==> config.mk <==
export PLATFORM = sky130hd
export DESIGN_NAME = fetch_stage
export DESIGN_NICKNAME = d
export VERILOG_FILES = /design/src/rtl/fetch_stage.sv
export SDC_FILE = /design/constraint.sdc
export NUM_CORES = 1
export LEC_CHECK = 0
export CORE_MARGIN = 2
export CORE_UTILIZATION = 42
export CTS_CLUSTER_SIZE = 10
export DETAILED_ROUTE_END_ITERATION = 10
export HOLD_SLACK_MARGIN = 0.02
export PLACE_DENSITY_LB_ADDON = 0.05
export SLEW_MARGIN = 20
export SYNTH_ARGS = -nofsm -noshare
export SYNTH_HDL_FRONTEND = slang
export SYNTH_SLANG_ARGS = --single-unit
export TNS_END_PERCENT = 20
==> constraint.sdc <==
create_clock -name clk -period 2.26 [get_ports clk]
set_input_delay 0.226 -clock clk [delete_from_list [all_inputs] [get_ports clk]]
set_output_delay 0.226 -clock clk [all_outputs]
set_load 0.01 [all_outputs]
==> src/rtl/fetch_stage.sv <==
// fetch_stage: instruction-fetch stage ahead of a combinational instruction memory.
// Holds the PC, selects the next PC (sequential / branch / jump / jr), and
// captures the fetched word into the IF/ID register. A taken redirect replaces
// the wrong-path word with a NOP bubble.
//
// Optional feature macro: FETCH_ALIGN_CHECK_EN
//   defined   : a misaligned redirect target vectors to EXC_VECTOR, pulses
//               fetch_exc for one cycle and records the target in bad_addr.
//   undefined : target bits [1:0] are cleared on load; fetch_exc/bad_addr are 0.
//
// Flow control: there is no valid/ready handshake here. id_valid only qualifies
// the IF/ID contents (1 = real fetched word, 0 = bubble). stall freezes the PC
// and IF/ID together; the consumer must not expect new data while it is high.
module fetch_stage #(
  parameter logic [31:0] RESET_PC   = 32'h0000_0000,
`ifdef FETCH_ALIGN_CHECK_EN
  parameter logic [31:0] EXC_VECTOR = 32'h0000_0080,
`endif
  parameter logic [31:0] NOP_INSTR  = 32'h0000_0000
) (
  input  logic        clk,
  input  logic        reset,
  input  logic        stall,
  input  logic [1:0]  pc_src,
  input  logic [31:0] branch_target,
  input  logic [25:0] jump_index,
  input  logic [31:0] jr_target,
  output logic [31:0] imem_addr,
  input  logic [31:0] imem_data,
  output logic [31:0] id_instr,
  output logic [31:0] id_pc_plus4,
  output logic        id_valid,
  output logic        fetch_exc,
  output logic [31:0] bad_addr
);

  logic [31:0] pc;
  logic [31:0] pc_plus4;
  logic [31:0] redirect_target;
  logic [31:0] next_pc;
  logic        redirect;

  // Memory address is the PC itself so the word returns in the same cycle.
  assign imem_addr = pc;
  assign pc_plus4  = pc + 32'd4;
  assign redirect  = (pc_src != 2'b00);

  // Raw redirect target as decided in ID.
  always_comb begin
    redirect_target = 32'h0000_0000;
    case (pc_src)
      2'b01:   redirect_target = branch_target;
      2'b10:   redirect_target = {id_pc_plus4[31:28], jump_index, 2'b00};
      2'b11:   redirect_target = jr_target;
      default: redirect_target = 32'h0000_0000;
    endcase
  end

`ifdef FETCH_ALIGN_CHECK_EN
  logic misaligned;
  assign misaligned = redirect && (redirect_target[1:0] != 2'b00);

  // Next PC: sequential, redirect target, or exception vector on a bad target.
  always_comb begin
    next_pc = pc_plus4;
    if (redirect) begin
      next_pc = misaligned ? EXC_VECTOR : redirect_target;
    end
  end

  // Exception pulse and faulting-address capture; stall suppresses the pulse.
  always_ff @(posedge clk) begin
    if (reset) begin
      fetch_exc <= 1'b0;
      bad_addr  <= 32'h0000_0000;
    end else if (stall) begin
      fetch_exc <= 1'b0;
    end else begin
      fetch_exc <= misaligned;
      if (misaligned) begin
        bad_addr <= redirect_target;
      end
    end
  end
`else
  // Next PC: sequential or redirect target with the byte offset cleared.
  always_comb begin
    next_pc = pc_plus4;
    if (redirect) begin
      next_pc = redirect_target & 32'hFFFF_FFFC;
    end
  end

  assign fetch_exc = 1'b0;
  assign bad_addr  = 32'h0000_0000;
`endif

  // PC and IF/ID register: reset > stall > redirect (bubble) > sequential.
  always_ff @(posedge clk) begin
    if (reset) begin
      pc          <= RESET_PC;
      id_instr    <= NOP_INSTR;
      id_pc_plus4 <= 32'h0000_0000;
      id_valid    <= 1'b0;
    end else if (stall) begin
      pc          <= pc;
      id_instr    <= id_instr;
      id_pc_plus4 <= id_pc_plus4;
      id_valid    <= id_valid;
    end else if (redirect) begin
      pc          <= next_pc;
      id_instr    <= NOP_INSTR;
      id_pc_plus4 <= pc_plus4;
      id_valid    <= 1'b0;
    end else begin
      pc          <= next_pc;
      id_instr    <= imem_data;
      id_pc_plus4 <= pc_plus4;
      id_valid    <= 1'b1;
    end
  end

endmodule

After elaboration in Yosys (flattened, before gate mapping)
Index checks and enable logic that the tools add are counted.
Storage, ports and cells
  input bits: 127
  output and inout port bits: 130
  word-level logic and storage cells: 13
  bits in registers: 97
Operators by class
  muxes and demuxes: 4
  add/subtract/negate cells: 1
  reduce and logical (&&, ||, !) cells: 1
  equality and inequality tests: 3
Operators with widths (number)
  one-hot mux 32 bit (3 select lines): 1
  2-to-1 mux 32 bit: 2
  adder 32 x 3 -> 32 bit, second input constant: 1
  equality test 2 bit, second input constant: 2
  equality test 2 x 1 -> 1 bit, second input constant: 1
  nonzero test 2 bit: 1
  2-to-1 mux 1 bit: 1

Logic depth before layout (Yosys ltp)
Gate-level depths: netlist of run 1.
  depth in word-level cells: 3
  gate-level depth with buffers: 8
  gate-level depth less buffers: 6

Worst setup path before layout of run 1
No wires, ideal clock.
  path type: flip-flop to flip-flop
  start: register pc[14] (netlist: imem_addr[14])
  end: register pc[28] (netlist: imem_addr[28])
  period minus slack after synthesis: 1.936 ns
  buffers on the path: 1
  arrival: 1.858 ns
  stages on the path, launching flop included: 7
  data required time: 2.182 ns
  path slack: 0.324 ns
  setup time: 0.078 ns
  cells stage by stage: dfxtp_1 -> buf_2 -> and4_2 -> nand4_4 -> nor4_2 -> mux2_2 -> nor3_1
On the way
  longest elaborated chain between the ends: 2
RTL lines
  start: declaration: RTL line 37  | logic [31:0] pc;
  start signal: assignment: RTL line 106  | pc <= pc;
  start signal: assignment: RTL line 111  | pc <= next_pc;
  start signal: assignment: RTL line 116  | pc <= next_pc;
  adder 32 x 3 -> 32 bit: RTL line 45  | assign pc_plus4 = pc + 32'd4;
  2-to-1 mux 32 bit: RTL line 89  | if (redirect) begin
Every way passes these cells.
A chain may end at the register's enable or synchronous reset.

Worst setup path in the final report of run 1
  start: register pc[2] (netlist: imem_addr[2])
  end: register pc[6] (netlist: imem_addr[6])
Same word-level chain as after synthesis.

==> summary.txt, run 1 <==
Power and ir drop
  – Leak: approximately 0.0032 uW
  – Max rail drop VDD: 285.9 uV
  – Pwr Density: ~570 nW/um2
  – Total Power: 4571 uW

Logic synthesis
  – Main synth FF type: dfxtp_1
  – Mean post-synth cell area: 7.991 um2
  – Simple-Gate Fraction of Synth Area: 25.29%
  – Post-synthesis mux area share: 7.245%
  – Sequential share of the synthesized area: between 30% and 40%
  – Synth Area in XOR/XNOR: around 4%
  – Yosys cell types: 60
  – Post-synth EDFFs: 0
  – Yosys Warn Count: 0
  – Adder-cell share of the synthesized area: 0.2337%
  – Mapped Area: 5354 um2
  – Asr flop ratio synth: 0%
  – Post-synthesis instance total: 670
  – #FFs+latches synth: 93
  – Main combinational cell family by area after synthesis: simple AND/OR/NAND/NOR gates
  – Synth Area in Compound Gates: 17.95%

Worst setup path
  – Crit end category: flip-flop
  – Worst reg2reg path depth: 7
  – Setup Crit Path Kind: reg -> reg
  – Reg2Reg Setup Slack: 220 ps
  – Critical Path RT: 2450 ps
  – Worst Setup SP: imem_addr[2]$_SDFFE_PP0N_
  – CP endpoint: imem_addr[6]$_SDFFE_PP0N_
  – Startpoint types: flip-flop
  – Data arrival time of the worst path: 2230 ps
  – Reg2reg start: imem_addr[2]$_SDFFE_PP0N_
  – Largest fanout on the critical path: 7
  – Worst R2R End: imem_addr[6]$_SDFFE_PP0N_

STA
  – Hold Fails Final Rpt: 0
  – Post-route setup TNS: 0 ps
  – Worst-case clock skew: 4.259 ps
  – Fmax: 0.4904 GHz
  – Final period utilization: between 90% and 100%
  – Slew Viols, Final: 0
  – Worst-margin pin slew: 797.9 ps
  – Unrepaired setup endpoints after global routing: false
  – Final setup fails: 0
  – Clock period minus worst slack: 2039 ps
  – Hold Slack: 350.1 ps
  – Relative slew slack: a little under half

Place
  – Buffers on Ports: 215
  – Gpl congestion: 0.8454
  – HPWL after detailed placement: 11.98 mm

Floorplan
  – Die Y: 116.9 um
  – Core Rows: 41
  – Initial Utilization: 42.77%
  – Die ar.: 13670 um2
  – IO Count: 257
  – Core area: 12520 um2
  – Die X: around 120 um

Finish
  – Commonest non-fill, non-tap cell in the layout: clkdlybuf4s50_1
  – Area Overhead vs Synth: 48.94%
  – Commonest non-fill, non-tap cells in the layout: 212 x clkdlybuf4s50_1, 93 x dfxtp_1, 87 x nor2_1
  – Antenna diodes: 0
  – Layout Nets: 999
  – Share of cells above drive strength 1: a little under a tenth

Global routing
  – Total grt overflow: 0
  – First-pass GRT wire length: 25.94 mm
  – Number of global-route vias before repair: 5205
  – GRT Total Usage: 24.04%
  – Antenna violations before repair: 0
  – Largest net degree at the start of global routing: 72

Detailed routing
  – Antenna Nets Post-Route: 0
  – Pre-Repair DR Iteration Count: 7
  – 1st-iter DRT viols: ~290
  – Via count: 5483
  – DR vias/cell: 5.232
  – Routed WL: 16.81 mm
  – DR WL/cell: 16.04 um
  – Remaining DRCs: 0

Clock tree
  – CTS Root Cell: clkbuf_16
  – Cts hold-fix bufs: 0
  – # clock sinks: 93
  – Postcts setup bufs: 0
  – H-tree depth: 3
  – CTS tree: done
  – Longest Clk Path Bufs: 2
  – Worst-path clk slew: 60 ps
  – # resized after CTS: 0
  – Worst skew pair latency: roughly 340 ps
  – CTS Buf Count: 9

Hold path
  – Hold path start: stall
  – Hold WC Path Type: in -> reg

Flow run
  – Max-cap violations: 0

Run status
  – Status: finished clean
## cell usage after synthesis, drive strengths merged (3+ instances only)
| library cell | count | area (um2) |
|---|---|---|
| a211oi | 27 | 207.7 |
| a21o | 4 | 30.03 |
| a21oi | 85 | 425.4 |
| a221oi | 3 | 26.28 |
| and2 | 3 | 18.77 |
| and3 | 39 | 244.0 |
| and4 | 6 | 56.30 |
| buf | 56 | 382.9 |
| clkbuf | 38 | 142.6 |
| dfxtp | 93 | 1862 |
| inv | 8 | 30.03 |
| mux2 | 8 | 90.09 |
| mux2i | 23 | 230.2 |
| mux4 | 3 | 67.56 |
| nand2 | 50 | 187.7 |
| nand2b | 3 | 18.77 |
| nand3 | 17 | 95.09 |
| nand4 | 9 | 86.33 |
| nor2 | 88 | 330.3 |
| nor2b | 3 | 18.77 |
| nor3 | 20 | 121.4 |
| nor4 | 8 | 92.58 |
| o21ai | 13 | 65.06 |
| o221ai | 4 | 35.03 |
| o22ai | 4 | 25.02 |
| or3 | 4 | 30.03 |
| xnor2 | 18 | 157.7 |
| xor2 | 6 | 52.55 |
## per-stage QoR
step                      cell area [um2]  instances  util [%]  setup WS, ps
after floorplan                      5489        706         -         324.4
after global placement               7614       1032     60.83         239.9
after detailed placement             7614       1032     60.83         215.9
after CTS                            7974       1048     63.70         217.3
after global routing                 7974       1048     63.70         40.64
final                                7974       1048     63.70         221.0
## logic make-up after synthesis
group,Yosys count
buf+inv,104
fa+ha+maj,1
simple gates,257
flops,93
other cells,1
xor+xnor,24
compound gates,156
mux,34
## sequential cells by signal, indices dropped and copies added (netlist names)
register	flops
id_pc_plus4	30
id_valid	1
id_instr	32
imem_addr	30
## metal layers
| layer | track usage (%) | part of all wire [%] | up-vias |
|---|---|---|---|
| li1 | - | - | 2696 |
| met1 | 30.19 | 43 | 2583 |
| met2 | 40.08 | 48 | 184 |
| met3 | 6.385 | 7.8 | 20 |
| met4 | 8.235 | 1.5 | 0 |
| met5 | 0 | 0 | - |
## where the power goes
part / leakage, uW / internal (uW) / switching (uW)
logic: 0.00224 / 528 / 435
clock network: 0.000176 / 1170 / 634
registers: 0.000762 / 1730 / 76.4
total: 0.00318 / 3430 / 1140
## area by class of cell
cell class	instances	area [um2]
Multi-Input combinational cell	509	3072
Inverter	10	37.54
Clock buffer	13	270.3
Tap cell	172	215.2
Sequential cell	93	1862
Fill cell	1155	4543
Clock inverter	3	90.09
Timing Repair Buffer	248	2427
## critical path, stage by stage (launching register included)
cell,delay (ps)
dfxtp_1,470
ha_1,360
buf_4,220
nand3_1,100
xnor2_1,140
mux4_2,450
nor2_1,100
nor3_1,60
## worst min-delay path by stage
stage | cells after the start | to
3_3_place_gp | 2 | id_pc_plus4[4]$_SDFFE_PP0N_
4_1_cts | 3 | id_instr[31]$_SDFFE_PP0N_
6_report | 3 | id_instr[31]$_SDFFE_PP0N_
3_5_place_dp | 2 | id_pc_plus4[12]$_SDFFE_PP0N_
2_1_floorplan | 4 | imem_addr[13]$_SDFFE_PP0N_
5_1_grt | 3 | id_instr[0]$_SDFFE_PP0N_
(Power assumes the default switching activity.)
==> inputs of run 2 (changes only) <==
--- a/config.mk
+++ b/config.mk
@@ -5,9 +5,8 @@
 export SDC_FILE = /design/constraint.sdc
 export NUM_CORES = 1
 export LEC_CHECK = 0
-export CORE_MARGIN = 2
+export CORE_MARGIN = 1
 export CORE_UTILIZATION = 42
-export CTS_CLUSTER_SIZE = 10
 export DETAILED_ROUTE_END_ITERATION = 10
 export HOLD_SLACK_MARGIN = 0.02
 export PLACE_DENSITY_LB_ADDON = 0.05
==> run 2 against run 1 <==
Clock skew up 1.9 ps. Flip-flop and latch count stayed put. Largest power group is now registers. Total power decreased by 8.2%. Routed wire length decreased by 1.6%. Clock power shrank 20%. Count of clock-buffer cells in the layout unchanged. Critical path type unchanged. Register-to-register slack got worse by 70 ps. Non-clock buffer count rose by 1. Combinational power down 0.4%.
==> summary.txt, run 2 (synthesis results as in run 1) <==
Power and ir drop
  – Int Pwr: 3057 uW (-11%)
  – Max rail drop VDD: 339.3 uV (+19%)
  – Switch share: 27.13% (+2.1 points)
  – Clock power frac: 34.3% (-5.2 points)
  – Sw Pwr: 1138 uW (-0.60%)
  – Flop pwr share: 42.9% (+3.5 points)
  – Pwr Density: 532.9 nW/um2 (-7.0%)
  – Leak: 0.003135 uW (-1.5%)
  – Combinational share of power: 22.9% (+1.8 points)

Finish
  – Area Overhead vs Synth: 47.02%
  – Commonest non-fill, non-tap cell in the layout: clkdlybuf4s50_1
  – Share of cells above drive strength 1: 9.578% (-0.011 points)
  – Layout Nets: 1000 (+0.10%)
  – Antenna diodes: 0 (unchanged)
  – Commonest non-fill, non-tap cells in the layout: 212 x clkdlybuf4s50_1, 93 x dfxtp_1, 87 x nor2_1
  – Max FFs per register: 32 (unchanged)
  – Most flops, register: id_instr
  – Non-Filler Instances: 1045 (-0.29%)
  – Filler cell count: 1131 (-2.1%)
  – Fin util: 64.46% (+0.75 points)

Place
  – Placed cell count: 1029 (-0.29%)
  – Gpl congestion: 0.8139 (-3.7%)
  – Buffers on Ports: 215 (unchanged)
  – HPWL after detailed placement: 11.76 mm (-1.8%)

Floorplan
  – Core Rows: 40 (-2.4%)
  – IO Count: 257 (unchanged)
  – Core area: 12210 um2 (-2.4%)
  – Die ar.: 13200 um2 (-3.4%)
  – Initial Utilization: 43.84% (+1.1 points)
  – Die X: 114.9 um (-1.7%)
  – Die Y: 114.9 um (-1.7%)

Clock tree
  – CTS tree: done
  – Worst skew pair latency: 340 ps (about the same)
  – CTS Root Cell: clkbuf_16
  – # resized after CTS: 0 (unchanged)
  – Postcts setup bufs: 0 (unchanged)
  – Worst-path clk slew: 60 ps (about the same)
  – # clock sinks: 93 (unchanged)
  – Cts hold-fix bufs: 0 (unchanged)
  – Longest Clk Path Bufs: 2 (unchanged)
  – CTS Buf Count: 9 (unchanged)
  – H-tree depth: 3 (unchanged)

STA
  – Relative slew slack: 46.14% (-0.67 points)
  – Hold Fails Final Rpt: 0 (unchanged)
  – Final period utilization: 93.11% (+2.9 points)
  – Final setup fails: 0 (unchanged)
  – Unrepaired setup endpoints after global routing: false
  – Fmax: 0.4752 GHz (-3.1%)
  – Slew Viols, Final: 0 (unchanged)
  – Clock period minus worst slack: 2104 ps (+65.38 ps)
  – Worst-case clock skew: 6.148 ps (+1.889 ps)
  – Hold Slack: 354.4 ps (+4.247 ps)
  – Worst-margin pin slew: 807.9 ps (+10.03 ps)
  – Post-route setup TNS: 0 ps (unchanged)

Detailed routing
  – DR WL/cell: 15.84 um (-1.3%)
  – Remaining DRCs: 0 (unchanged)
  – Antenna Nets Post-Route: 0 (unchanged)
  – DR vias/cell: 5.291 (+1.1%)
  – Via count: 5529 (+0.84%)
  – Pre-Repair DR Iteration Count: 4 (-3)
  – Routed WL: 16.55 mm (-1.6%)
  – 1st-iter DRT viols: 344 (+18%)

Worst setup path
  – Crit end category: flip-flop
  – Startpoint types: flip-flop
  – Setup Crit Path Kind: reg -> reg
  – Critical Path RT: 2520 ps (+70 ps)
  – Crit path max-delay cell type: and4_1
  – Ordered list of cells on the worst path: and4_1, nand4_4, nor4_2, mux2_2, nor3_1
  – Worst path max stage delay: 450 ps (-20 ps)
  – Largest fanout on the critical path: 7 (unchanged)
  – Data arrival time of the worst path: 2370 ps (+140 ps)

Global routing
  – First-pass GRT wire length: 26.06 mm (+0.48%)
  – Total grt overflow: 0 (unchanged)
  – Number of global-route vias before repair: 5186 (-0.37%)
  – Largest net degree at the start of global routing: 93 (+29%)
  – Antenna violations before repair: 0 (unchanged)
  – GRT Total Usage: 25.23% (+1.2 points)

Flow run
  – Max-cap violations: 0 (unchanged)

Hold path
  – Hold WC Path Type: in -> reg

Run status
  – Status: finished clean
## run 2: power by group through the flow
stage	registers (uW)	logic, uW	clock network [uW]
2_1_floorplan	1880	443	0
3_3_place_gp	1830	942	0
3_5_place_dp	1830	957	0
4_1_cts	1800	963	1470
5_1_grt	1810	1040	1540
6_report	1800	959	1440
## run 2: worst max-delay path, delay by kind of cell, from the launching register on
family        cells  cell delay, ps
flops             1             410
simple gates      4            1230
mux               1             390
## run 2: cell type report
cell class / instances / area [um2] / area share [%]
clock inverter: 3 / 20.02 / 0.2543
tap: 168 / 210.2 / 2.670
clock buffer: 13 / 260.3 / 3.306
sequential: 93 / 1862 / 23.65
multi-input combinational: 509 / 3072 / 39.02
inverter: 10 / 37.54 / 0.4769
timing repair buffer: 249 / 2410 / 30.62
## run 2: worst paths after layout
path | start | end | slack [ps] | cells after the start
max | imem_addr[11]$_SDFFE_PP0N_ | imem_addr[28]$_SDFFE_PP0N_ | 160 | 5
min | stall | id_pc_plus4[27]$_SDFFE_PP0N_ | 350 | 4
max reg2reg | imem_addr[11]$_SDFFE_PP0N_ | imem_addr[28]$_SDFFE_PP0N_ | 160 | 5
min reg2reg | id_pc_plus4[8]$_SDFFE_PP0N_ | id_pc_plus4[8]$_SDFFE_PP0N_ | 460 | 2
## run 2: per-stage QoR
| stage | setup slack [ps] | total power (uW) | cell area, um2 |
|---|---|---|---|
| CTS | 144.7 | 4232 | 7871 |
| global route | 2.562 | 4393 | 7871 |
| global placement | 201.9 | 2770 | 7591 |
| finish | 155.6 | 4195 | 7871 |
| floorplan | 324.4 | 2318 | 5489 |
| detailed placement | 115.2 | 2791 | 7591 |
## run 2: metal layers
metal | vias to the layer above | GRT usage (%) | part of all wire, %
met3 | 20 | 6.906 | 8.9
met1 | 2561 | 31.35 | 41
met5 | - | 0 | 0
met4 | 0 | 9.610 | 1.9
li1 | 2715 | - | -
met2 | 233 | 41.65 | 48
